--- config.mk ---
export PLATFORM = sky130hd
export DESIGN_NAME = nbody_pair_scheduler
export DESIGN_NICKNAME = d
export VERILOG_FILES = /design/src/rtl/nbody_pkg.sv /design/src/rtl/nbody_pair_counter.sv /design/src/rtl/nbody_pair_scheduler.sv
export SDC_FILE = /design/constraint.sdc
export NUM_CORES = 1
export LEC_CHECK = 0
export ABC_AREA = 1
export CAP_MARGIN = 20
export CELL_PAD_IN_SITES_DETAIL_PLACEMENT = 2
export CELL_PAD_IN_SITES_GLOBAL_PLACEMENT = 2
export CORE_MARGIN = 2
export CORE_UTILIZATION = 28
export CTS_BUF_LIST = sky130_fd_sc_hd__clkbuf_8
export CTS_CLUSTER_DIAMETER = 80
export DETAILED_ROUTE_END_ITERATION = 6
export PLACE_DENSITY = 0.86
export SLEW_MARGIN = 20
export SYNTH_ARGS = -nofsm -noshare
export SYNTH_HDL_FRONTEND = slang
export SYNTH_SLANG_ARGS = --single-unit
export TNS_END_PERCENT = 1
--- constraint.sdc ---
create_clock -name clk -period 3.4 [get_ports clk]
set_input_delay 0.34 -clock clk [delete_from_list [all_inputs] [get_ports clk]]
set_output_delay 0.34 -clock clk [all_outputs]
set_load 0.03 [all_outputs]
--- src/rtl/nbody_pkg.sv ---
// Shared constants for the n-body force engine: pipeline latencies, scheduler
// state codes and the register-block select codes.
package nbody_pkg;

  localparam int BODY_ADDR_WIDTH = 9;

  localparam int MULT_TIME     = 11;
  localparam int ADD_TIME      = 20;
  localparam int INVSQRT_TIME  = 27;
  localparam int FORCE_LATENCY = 2 * ADD_TIME + 4 * MULT_TIME + INVSQRT_TIME;

  typedef logic [1:0] state_t;
  localparam state_t S_IDLE   = 2'd0;
  localparam state_t S_FORCE  = 2'd1;
  localparam state_t S_DRAIN  = 2'd2;
  localparam state_t S_UPDATE = 2'd3;

  localparam logic [3:0] GO       = 4'd0;
  localparam logic [3:0] READ     = 4'd1;
  localparam logic [3:0] N_BODIES = 4'd2;
  localparam logic [3:0] X_SEL    = 4'd3;
  localparam logic [3:0] Y_SEL    = 4'd4;
  localparam logic [3:0] VX_SEL   = 4'd5;
  localparam logic [3:0] VY_SEL   = 4'd6;
  localparam logic [3:0] M_SEL    = 4'd7;
  localparam logic [3:0] GAP      = 4'd8;
  localparam logic [3:0] DONE     = 4'd9;
  localparam logic [3:0] READ_X   = 4'd10;
  localparam logic [3:0] READ_Y   = 4'd11;

endpackage

--- src/rtl/nbody_pair_counter.sv ---
// Ordered (i, j) pair walker with self-skip; registers hold the pair currently
// presented to the force pipeline and read as zero when idle.
module nbody_pair_counter #(
  parameter int AW = 9
) (
  input  logic          clk,
  input  logic          rst,
  input  logic          start,
  input  logic          advance,
  input  logic          stop,
  input  logic [AW:0]   n,
  output logic [AW-1:0] i,
  output logic [AW-1:0] j,
  output logic          first,
  output logic          last,
  output logic          wrap
);

  logic [AW:0] ni;
  logic [AW:0] nj;

  function automatic logic is_first(input logic [AW:0] fi, input logic [AW:0] fj);
    logic [AW:0] lo;
    lo = (fi == '0) ? (AW+1)'(1) : '0;
    return fj == lo;
  endfunction

  function automatic logic is_last(input logic [AW:0] fi, input logic [AW:0] fj,
                                   input logic [AW:0] fn);
    logic [AW:0] hi;
    hi = (fi == fn - 1'b1) ? fn - 2'd2 : fn - 1'b1;
    return fj == hi;
  endfunction

  // Next pair: a row ends on its last j, otherwise step j and hop over i.
  always_comb begin
    ni = {1'b0, i};
    nj = {1'b0, j} + 1'b1;
    if (last) begin
      ni = {1'b0, i} + 1'b1;
      nj = '0;
    end else if (nj == {1'b0, i}) begin
      nj = {1'b0, j} + 2'd2;
    end
  end

  assign wrap = last && ({1'b0, i} == n - 1'b1);

  always_ff @(posedge clk) begin
    if (rst || stop) begin
      i     <= '0;
      j     <= '0;
      first <= 1'b0;
      last  <= 1'b0;
    end else if (start) begin
      i     <= '0;
      j     <= AW'(1);
      first <= 1'b1;
      last  <= is_last('0, (AW+1)'(1), n);
    end else if (advance) begin
      i     <= ni[AW-1:0];
      j     <= nj[AW-1:0];
      first <= is_first(ni, nj);
      last  <= is_last(ni, nj, n);
    end
  end

endmodule

--- src/rtl/nbody_pair_scheduler.sv ---
// Step sequencer for the n-body engine: force pairs, pipeline drain, then the
// per-body update sweep, flipping the ping-pong bank after every step.
module nbody_pair_scheduler
  import nbody_pkg::*;
#(
  parameter int BODY_ADDR_WIDTH = nbody_pkg::BODY_ADDR_WIDTH,
  parameter int LATENCY         = FORCE_LATENCY,
  parameter int STEP_WIDTH      = 32
) (
  input  logic                       clk,
  input  logic                       rst,
  input  logic                       go,
  input  logic [BODY_ADDR_WIDTH:0]   n_bodies,
  input  logic [STEP_WIDTH-1:0]      steps,
  output logic                       busy,
  output logic                       done,
  output logic                       pair_valid,
  output logic [BODY_ADDR_WIDTH-1:0] pair_i,
  output logic [BODY_ADDR_WIDTH-1:0] pair_j,
  output logic                       pair_first,
  output logic                       pair_last,
  output logic                       upd_valid,
  output logic [BODY_ADDR_WIDTH-1:0] upd_idx,
  output logic                       bank_sel,
  output logic [STEP_WIDTH-1:0]      step_cnt
);

  localparam int DW = $clog2(LATENCY + 1);
  localparam logic [BODY_ADDR_WIDTH:0] N_MAX = {1'b1, {BODY_ADDR_WIDTH{1'b0}}};

  state_t                    state;
  logic [BODY_ADDR_WIDTH:0]  n_lat;
  logic [BODY_ADDR_WIDTH:0]  n_clamped;
  logic [BODY_ADDR_WIDTH:0]  cnt_n;
  logic [STEP_WIDTH-1:0]     steps_lat;
  logic [DW-1:0]             drain_cnt;
  logic                      go_ok;
  logic                      last_upd;
  logic                      final_step;
  logic                      cnt_start;
  logic                      cnt_advance;
  logic                      cnt_stop;
  logic                      cnt_wrap;

  assign n_clamped  = (n_bodies > N_MAX) ? N_MAX : n_bodies;
  assign go_ok      = go && (n_clamped > (BODY_ADDR_WIDTH+1)'(1)) && (steps != '0);
  assign cnt_n      = (state == S_IDLE) ? n_clamped : n_lat;
  assign last_upd   = ({1'b0, upd_idx} == n_lat - 1'b1);
  assign final_step = (step_cnt + 1'b1) == steps_lat;
  assign busy       = (state != S_IDLE);

  // The counter is loaded on the same edge that raises pair_valid so both agree.
  always_comb begin
    cnt_start   = 1'b0;
    cnt_advance = 1'b0;
    cnt_stop    = 1'b0;
    case (state)
      S_IDLE:   cnt_start = go_ok;
      S_FORCE:  begin
        if (cnt_wrap) cnt_stop = 1'b1;
        else          cnt_advance = 1'b1;
      end
      S_UPDATE: cnt_start = last_upd && !final_step;
      default:  ;
    endcase
  end

  nbody_pair_counter #(
    .AW(BODY_ADDR_WIDTH)
  ) u_pair_counter (
    .clk     (clk),
    .rst     (rst),
    .start   (cnt_start),
    .advance (cnt_advance),
    .stop    (cnt_stop),
    .n       (cnt_n),
    .i       (pair_i),
    .j       (pair_j),
    .first   (pair_first),
    .last    (pair_last),
    .wrap    (cnt_wrap)
  );

  always_ff @(posedge clk) begin
    if (rst) begin
      state      <= S_IDLE;
      n_lat      <= '0;
      steps_lat  <= '0;
      drain_cnt  <= '0;
      done       <= 1'b0;
      pair_valid <= 1'b0;
      upd_valid  <= 1'b0;
      upd_idx    <= '0;
      bank_sel   <= 1'b0;
      step_cnt   <= '0;
    end else begin
      case (state)
        S_IDLE: begin
          if (go_ok) begin
            state      <= S_FORCE;
            n_lat      <= n_clamped;
            steps_lat  <= steps;
            done       <= 1'b0;
            step_cnt   <= '0;
            pair_valid <= 1'b1;
          end else if (go) begin
            done <= 1'b1;
          end
        end
        S_FORCE: begin
          if (cnt_wrap) begin
            state      <= S_DRAIN;
            pair_valid <= 1'b0;
            drain_cnt  <= '0;
          end
        end
        S_DRAIN: begin
          if (drain_cnt == DW'(LATENCY - 1)) begin
            state     <= S_UPDATE;
            upd_valid <= 1'b1;
            upd_idx   <= '0;
          end else begin
            drain_cnt <= drain_cnt + 1'b1;
          end
        end
        default: begin
          if (last_upd) begin
            upd_valid <= 1'b0;
            upd_idx   <= '0;
            bank_sel  <= ~bank_sel;
            step_cnt  <= step_cnt + 1'b1;
            if (final_step) begin
              state <= S_IDLE;
              done  <= 1'b1;
            end else begin
              state      <= S_FORCE;
              pair_valid <= 1'b1;
            end
          end else begin
            upd_idx <= upd_idx + 1'b1;
          end
        end
      endcase
    end
  end

endmodule

==> results of run 1 <==
repair_timing:
| item | CTS | global route |
|---|---|---|
| setup buffers | 9 | 22 |
| endpoints found under the hold margin | 0 | 0 |
| endpoints found under the setup margin | 31 | 63 |
| resized for setup | 35 | 124 |
| pin swaps | 18 | 50 |
| gates cloned | 1 | 1 |
area by class of cell:
cell class | instances | area (um2) | share of cell area, %
clock buffers | 17 | 234 | 1.97
clock inverters | 15 | 156 | 1.31
inverters | 169 | 656 | 5.51
multi-input cells | 1003 | 5800 | 48.8
flip-flops and latches | 116 | 2340 | 19.6
well taps | 390 | 488 | 4.10
repair buffers | 237 | 2230 | 18.7
kinds of logic (layout without fill, tap and decap cells):
group | after synthesis | count (layout) | share of synthesized area [%]
adders and majority gates | 17 | 17 | 2.52
AOI/OAI and AO/OA | 187 | 187 | 12.2
xor gates and xnor gates | 94 | 94 | 10.1
DFF | 116 | 116 | 27.5
and+or+nand+nor | 704 | 705 | 38.2
buffers and inverters | 206 | 438 | 9.52
synthesized netlist by cell type (15+ instances only):
cell / number / area, um2
dfxtp_1: 116 / 2320
ha_1: 17 / 213
inv_1: 159 / 597
o21ai_0: 47 / 235
xnor2_1: 19 / 166
nor3_1: 23 / 115
clkbuf_1: 23 / 86.3
nand4_1: 40 / 250
a21oi_1: 103 / 515
nand2_1: 371 / 1390
nand3_1: 92 / 460
nor2_1: 95 / 357
nand2_2: 15 / 93.8
xor2_1: 72 / 631
final timing paths:
path / cells after the start / slack [ns] / end
setup / recovery: 27 / -0.42 / u_pair_counter.last
hold / removal: 4 / 0.37 / n_lat[2]
setup reg to reg: 27 / -0.42 / u_pair_counter.last
hold reg to reg: 2 / 0.48 / steps_lat[7]
layer usage:
layer  share of wire (%)  wire length, um  vias to the layer above
met1                  37            20200                     5535
li1                    -                -                     4702
met2                  49            27200                      597
met3                 6.0             3290                      316
met5                   0                0                        -
met4                 7.9             4330                        0
critical path, cell delays in order, from the launching register on:
cell	delay, ns
dfxtp_4	0.40
inv_4	0.05
ha_4	0.21
buf_6	0.14
nand3_2	0.09
nand2_2	0.09
inv_2	0.11
ha_4	0.16
inv_2	0.05
nor2_4	0.15
inv_4	0.08
nor2_4	0.19
buf_4	0.15
nand3_2	0.10
nand2_2	0.13
nand2_2	0.08
nand2_4	0.10
nand2_4	0.07
nor2_8	0.17
clkbuf_16	0.18
nand4_1	0.17
nand3_1	0.17
nand2_1	0.12
nor2_1	0.15
nand2_1	0.10
nor2_2	0.11
nand2_1	0.09
a21oi_2	0.13
where the power goes:
part           internal [mW]  switching, mW  total (mW)
Clock                  0.655          0.803        1.46
Combinational           2.46           4.66        7.11
Sequential              1.56          0.222        1.79
Total                   4.67           5.68        10.4
placed cells by master, fill, tap and decap left out, types with 6 or more instances in the layout:
master / n
nor3_2: 11
nor2_4: 13
xor2_1: 68
nor4_1: 6
nand2_1: 344
buf_4: 110
or2_2: 10
nand3_2: 19
ha_1: 13
o21ai_1: 8
nand2_4: 19
dlymetal6s2s_1: 8
nand2_2: 27
buf_12: 9
a21oi_1: 98
xnor2_1: 19
nor2_2: 11
clkbuf_8: 17
o21ai_0: 42
clkdlybuf4s50_1: 101
nor3_1: 16
a211oi_1: 6
inv_1: 150
nand4_1: 40
a21oi_2: 16
inv_2: 11
dfxtp_1: 110
buf_6: 6
nand3_1: 80
nor2_1: 86
sequential cells by signal (all words and copies together) (netlist names), 2 cells and up:
name	flops
upd_idx	9
steps_lat	32
step_cnt	32
u_pair_counter.j	9
state	2
n_lat	10
drain_cnt	7
u_pair_counter.i	9
==> flow_summary.ini, run 1 <==
[detailed_routing]
drc = 0
first_iter_violations = 712
wl_um = 54900
dr_total_vias = 11200
antenna_left = 0
viasPerCell = 5.73
dr.pass1.iters = 6
routedWlPerCell_um = 28.2

[grt]
met3_usage_pct = 4.35
grt_max_degree = 51
busiest_layer = met2
antenna_found_initial = 0
grt_util_met2_pct = 55.4
grtUsageMet1_pct = 32.4
grt_overflow_total = 0
grtUsageTotal_pct = 29.8
grt_pass1_vias = 11900
grt_pass1_wl_um = 71500

[placed_design]
dp_hpwl_um = 29900
dp_cells = 1882
gp_congestion = 0.873
place_ws_ns = -0.699
placed_area_mm2 = 0.0107
io_buffers = 110

[pwr]
power_mw = 10.4
p_leak_nw = 4.90
power_density_mw_per_mm2 = 870
irDropWorstVdd_uv = 325

[final_layout]
layout.cells.non_filler = 1947
fin_nets = 1606
fillers = 3517
final_area_mm2 = 0.0119
n_antenna_cell = 0
layout-drive-gt1-share_pct = 21.5
areaGrowthSynthToFinish_pct = 40.9
final_core_util_pct = 40.2

[outcome]
violations = setup timing
outcome = finished with violations

[setup_path]
r2r-start = state[1]
critPathLaunch = state[1]
cp-end-kind = register
criticalPathCategory = register to register
worst_ep_required_time_ns = 3.84
critPathLaunchType = register
worst_ep_arrival_time_ns = 4.27
crit_fanout = 6

[sta]
tightest_slew_ns = 1.06
fin_crit_ns = 3.82
period_share_pct = 112
rsz0062_at_grt = true
worst_slack_ns = -0.424
fmax_mhz = 261
fin_skew_ns = 0.0208
maxSlewHeadroom_pct = 28.9
hold_slack_ns = 0.370
setup_violations = 40
setup_tns_ns = -6.46
final_hold_viol_count = 0
finalMaxSlewViolations = 0

[logic_synthesis]
ys_seq_area_share_pct = 27.5
synthCells = 1324
synth_nets = 1386
synth_edf_count = 0
yosysWarningCount = 0
async_flop_share_pct = 0
synth_cell_types = 52
synth_seq_cells = 116
synth_area_mm2 = 0.00845
synth_flop_cell = dfxtp_1
syn_avg_cell_area_um2 = 6.38

[clocking]
cts_hold_buf = 0
htreeDepth = 4
clk_pin_slew_ns = 0.10
cts_buffers = 17
clock_path_buffers = 2
clock_latency_ns = 0.52
cts_tree = built
cts.sink_count = 116
cts-root-buf = clkbuf_8

[floorplanning]
die_area_mm2 = 0.0316
ios = 111
die_h_um = 178
core_mm2 = 0.0296
die_w_um = 178
std_cell_rows = 63
start_util_pct = 28.5

[hold_path]
hp-start = n_bodies[2]
hold_class = input pin to register

[run]
maxCapViolCount = 0
(Power assumes the default switching activity.)
==> run 2: changes to the inputs <==
--- a/config.mk
+++ b/config.mk
@@ -9,6 +9,7 @@
 export CAP_MARGIN = 20
 export CELL_PAD_IN_SITES_DETAIL_PLACEMENT = 2
 export CELL_PAD_IN_SITES_GLOBAL_PLACEMENT = 2
+export CORE_ASPECT_RATIO = 1.75
 export CORE_MARGIN = 2
 export CORE_UTILIZATION = 28
 export CTS_BUF_LIST = sky130_fd_sc_hd__clkbuf_8
==> flow_summary.ini, run 2 (same netlist as run 1, synthesis figures left out) <==
[final_layout]
areaGrowthSynthToFinish_pct = 40.6
fin_nets = 1626
top_regs = step_cnt: 32 flops, steps_lat: 32 flops, n_lat: 10 flops
final_common_cell = nand2_1
layout.cells.non_filler = 1966
final_core_util_pct = 39.8
final_area_mm2 = 0.0119
final_cell_mix = 347 x nand2_1, 155 x inv_1, 138 x buf_4
layout-drive-gt1-share_pct = 21.4

[sta]
hold_slack_ns = 0.298
finalMaxSlewViolations = 0
rsz0062_at_grt = true
maxSlewHeadroom_pct = 43.3
final_hold_viol_count = 0
setup_tns_ns = -3.47
period_share_pct = 107
setup_violations = 29
fin_crit_ns = 3.64
fmax_mhz = 274
worst_slack_ns = -0.243
fin_skew_ns = 0.0228
tightest_slew_ns = 0.845

[run]
maxCapViolCount = 0

[clocking]
cts_tree = built
cts_buffers = 17
clock_path_buffers = 2
cts-root-buf = clkbuf_8
clk_pin_slew_ns = 0.09
cts.sink_count = 116
cts_hold_buf = 0
htreeDepth = 4
clock_latency_ns = 0.54

[pwr]
power_mw = 9.79
irDropWorstVdd_uv = 314
power_density_mw_per_mm2 = 824
p_leak_nw = 4.88

[detailed_routing]
first_iter_violations = 474
viasPerCell = 5.48
drc = 0
dr.pass1.iters = 5
dr_total_vias = 10800
wl_um = 49400
routedWlPerCell_um = 25.1
antenna_left = 0

[setup_path]
r2r-start = state[1]
worstSetupEndpoint = state[1]
worst_path_largest_cell_delay_ns = 0.35
worst_ep_required_time_ns = 3.78
critPathLaunchType = register
regToRegSetupSlack_ns = -0.24
cp.depth = 24
path_cells = inv_1 > ha_4 > inv_8 > nand2_2 > nand2_2 > inv_2 > ha_4 > inv_4 > nor2_4 > inv_4 > nand2_4 > nand2_4 > buf_4 > buf_4 > xor2_1 > nand3_1 > a21oi_1 > nand4_1 > nand2_2 > nand2_1 > nor2_2 > nand2_1 > nand2_1 > a21oi_1
critical_path_buf_inv_count = 7
crit_fanout = 9
slowest_stage = dfxtp_2
reg2reg_depth = 24
crit_family = simple AND/OR/NAND/NOR gates
criticalPathCategory = register to register
worst_ep_arrival_time_ns = 4.03
critPathLaunch = state[1]
rr_endpoint = state[1]
cp-end-kind = register

[outcome]
violations = setup timing
outcome = finished with violations

[grt]
grt_pass1_wl_um = 68100
grtUsageTotal_pct = 28.6
grt_pass1_vias = 11900
grt_max_degree = 51
grt_overflow_total = 0
antenna_found_initial = 1

[floorplanning]
std_cell_rows = 84
start_util_pct = 28.3
die_area_mm2 = 0.0316
die_h_um = 234
core_mm2 = 0.0298
ios = 111
die_w_um = 135

[placed_design]
io_buffers = 110
dp_hpwl_um = 31500
placed_area_mm2 = 0.0108
gp_congestion = 0.892
place_ws_ns = -0.629
dp_cells = 1905

[hold_path]
hold_class = input pin to register
## run 2: cell types whose count changed in the layout (fill, tap and decap cells not counted), sizes merged, moves of 2 or more
cell,previous run,this run
buf,127,145
dlygate4sd2,0,4
bufinv,2,4
diode,0,2
dlymetal6s2s,8,3
nor2,111,113
clkinvlp,4,2
## run 2: worst min-delay path by stage
stage | from | to | slack, ns | depth (start not counted)
after floorplan | steps_lat[6] | steps_lat[6] | 0.44 | 2
after global routing | n_bodies[2] | n_lat[2] | 0.34 | 4
after global placement | steps_lat[19] | steps_lat[19] | 0.46 | 2
final | n_bodies[2] | n_lat[2] | 0.30 | 4
after CTS | n_bodies[5] | n_lat[5] | 0.40 | 5
after detailed placement | steps_lat[29] | steps_lat[29] | 0.47 | 2
## run 2: cell type report
class                      count  area [um2]
fill                        3564       18000
multi-input combinational   1006        5720
sequential                   116        2330
timing repair buffer         254        2240
inverter                     169         653
tap                          387         484
clock buffer                  17         234
clock inverter                15         205
antenna                        2        5.00
## run 2: per-layer routing
layer	vias to the layer above	GRT usage (%)	routed length (um)
met5	-	0	0
met1	5409	26.7	16600
li1	4753	-	-
met4	0	19.5	4020
met2	401	55.5	26900
met3	207	4.78	1820
## run 2: power breakdown
group | switching (mW) | internal (mW)
combinational | 4.31 | 2.16
sequential | 0.184 | 1.56
clock | 0.772 | 0.803
total | 5.26 | 4.53
## run 2: repair_timing
item | CTS | global route
cloned | 3 | 1
gates resized for setup | 34 | 83
endpoints found under the setup margin | 30 | 62
pin swaps | 7 | 37
buffers inserted | 2 | 21
## run 2: worst min-delay path, stage by stage
cell and delay, ns:
dlymetal6s2s_1 0.14, buf_4 0.15, nand3_1 0.09, a21oi_1 0.07
==> run 3: changes to the inputs <==
--- a/config.mk
+++ b/config.mk
@@ -16,6 +16,7 @@
 export CTS_CLUSTER_DIAMETER = 80
 export DETAILED_ROUTE_END_ITERATION = 6
 export PLACE_DENSITY = 0.86
+export RECOVER_POWER = 50
 export SLEW_MARGIN = 20
 export SYNTH_ARGS = -nofsm -noshare
 export SYNTH_HDL_FRONTEND = slang
==> flow_summary.ini, run 3 (same netlist as run 1, synthesis figures left out) <==
[final_layout]
top_regs = step_cnt: 32 flops, steps_lat: 32 flops, n_lat: 10 flops
layout-drive-gt1-share_pct = 21.4
multi_input_area_mm2 = 0.00572
fin_nets = 1626
fillers = 3565
final_area_mm2 = 0.0119
final_core_util_pct = 39.8
areaGrowthSynthToFinish_pct = 40.5
final_cell_mix = 347 x nand2_1, 155 x inv_1, 137 x buf_4
ff_latch_area_mm2 = 0.00233
final_common_cell = nand2_1

[floorplanning]
die_w_um = 135
die_h_um = 234
core_mm2 = 0.0298
start_util_pct = 28.3
std_cell_rows = 84
ios = 111
die_area_mm2 = 0.0316

[grt]
grt_pass1_vias = 11900
antenna_found_initial = 1
grt_pass1_wl_um = 68100
grt_max_degree = 51
grt_overflow_total = 0
grtUsageTotal_pct = 28.6

[detailed_routing]
first_iter_violations = 466
routedWlPerCell_um = 25.1
viasPerCell = 5.49
wl_um = 49300
antenna_left = 0
dr_total_vias = 10800
dr.pass1.iters = 4
drc = 0

[pwr]
power_density_mw_per_mm2 = 822
p_leak_nw = 5.11
irDropWorstVdd_uv = 313
power_mw = 9.75

[placed_design]
dp_hpwl_um = 31500
io_buffers = 110
placed_area_mm2 = 0.0108
gp_congestion = 0.892

[setup_path]
worst_ep_arrival_time_ns = 4.00
worst_ep_required_time_ns = 3.78
cp-end-kind = register
critPathLaunchType = register
crit_fanout = 9
criticalPathCategory = register to register

[sta]
setup_tns_ns = -2.86
period_share_pct = 106
final_hold_viol_count = 0
fin_crit_ns = 3.62
worst_slack_ns = -0.217
fin_skew_ns = 0.0227
tightest_slew_ns = 0.852
fmax_mhz = 276
finalMaxSlewViolations = 0
rsz0062_at_grt = true
setup_violations = 29
maxSlewHeadroom_pct = 42.9

[clocking]
cts_tree = built
clock_latency_ns = 0.54
clock_path_buffers = 2
htreeDepth = 4
cts_buffers = 17
cts_hold_buf = 0
cts-root-buf = clkbuf_8
clk_pin_slew_ns = 0.09
cts.sink_count = 116

[outcome]
outcome = finished with violations
violations = setup timing

[run]
maxCapViolCount = 0

[hold_path]
hold_class = input pin to register
-- run 3: cell count changes in the layout (fill, tap and decap cells not counted) --
cell	before	now
clkbuf_2	0	1
buf_4	138	137
clkdlybuf4s50_1	102	37
diode_2	2	1
dlygate4sd3_1	0	65
-- run 3: final timing paths --
kind,end,slack (ns),from,cells after the start
worst max-delay path,state[1],-0.22,state[1],24
worst min-delay path,n_lat[2],0.30,n_bodies[2],4
worst max register to register,state[1],-0.22,state[1],24
worst min register to register,steps_lat[29],0.48,steps_lat[29],2
-- run 3: stage by stage --
stage	cells	worst slack, ns	hold slack (ns)
finish	1965	-0.217	0.300
global route	1965	-0.381	0.336
CTS	1942	0.00333	0.404
detailed placement	1905	-0.629	0.471
global placement	1905	-0.273	0.456
floorplan	1324	0.0444	0.443
-- run 3: repair_timing --
item / 4_1_cts / 5_1_grt
pin swaps: 7 / 37
endpoints found under the setup margin: 30 / 62
setup buffers: 2 / 21
cloned: 3 / 1
resized for setup: 34 / 83
-- run 3: worst max-delay path, cell delays in order (launching register included) --
cell and delay (ns):
dfxtp_2 0.35, inv_1 0.13, ha_4 0.21, inv_8 0.06, nand2_2 0.13, nand2_2 0.10
inv_2 0.09, ha_4 0.14, inv_4 0.04, nor2_4 0.16, inv_4 0.08, nand2_4 0.10
nand2_4 0.07, buf_4 0.13, buf_4 0.13, xor2_1 0.13, nand3_1 0.09, a21oi_1 0.18
nand4_1 0.26, nand2_2 0.22, nand2_1 0.10, nor2_2 0.17, nand2_1 0.16, nand2_1 0.13
a21oi_1 0.09
-- run 3: routing by layer --
metal / global-route usage, % / up-vias / part of all wire, %
met5: 0 / - / 0
met4: 19.5 / 0 / 8.4
met3: 4.78 / 209 / 3.7
met2: 55.5 / 415 / 55
met1: 26.7 / 5408 / 33
li1: - / 4759 / -
-- run 3: power breakdown --
part           internal (mW)  total (mW)  switching [mW]
combinational           2.14        6.44            4.29
clock                  0.803        1.58           0.772
sequential              1.56        1.74           0.182
total                   4.50        9.75            5.25
-- run 3: layout make-up --
cell class                 count  area share (%)
multi-input combinational   1006            48.2
sequential                   116            19.7
timing repair buffer         254            18.8
inverter                     169            5.50
tap                          387            4.08
clock buffer                  17            1.97
clock inverter                15            1.73
antenna                        1          0.0211
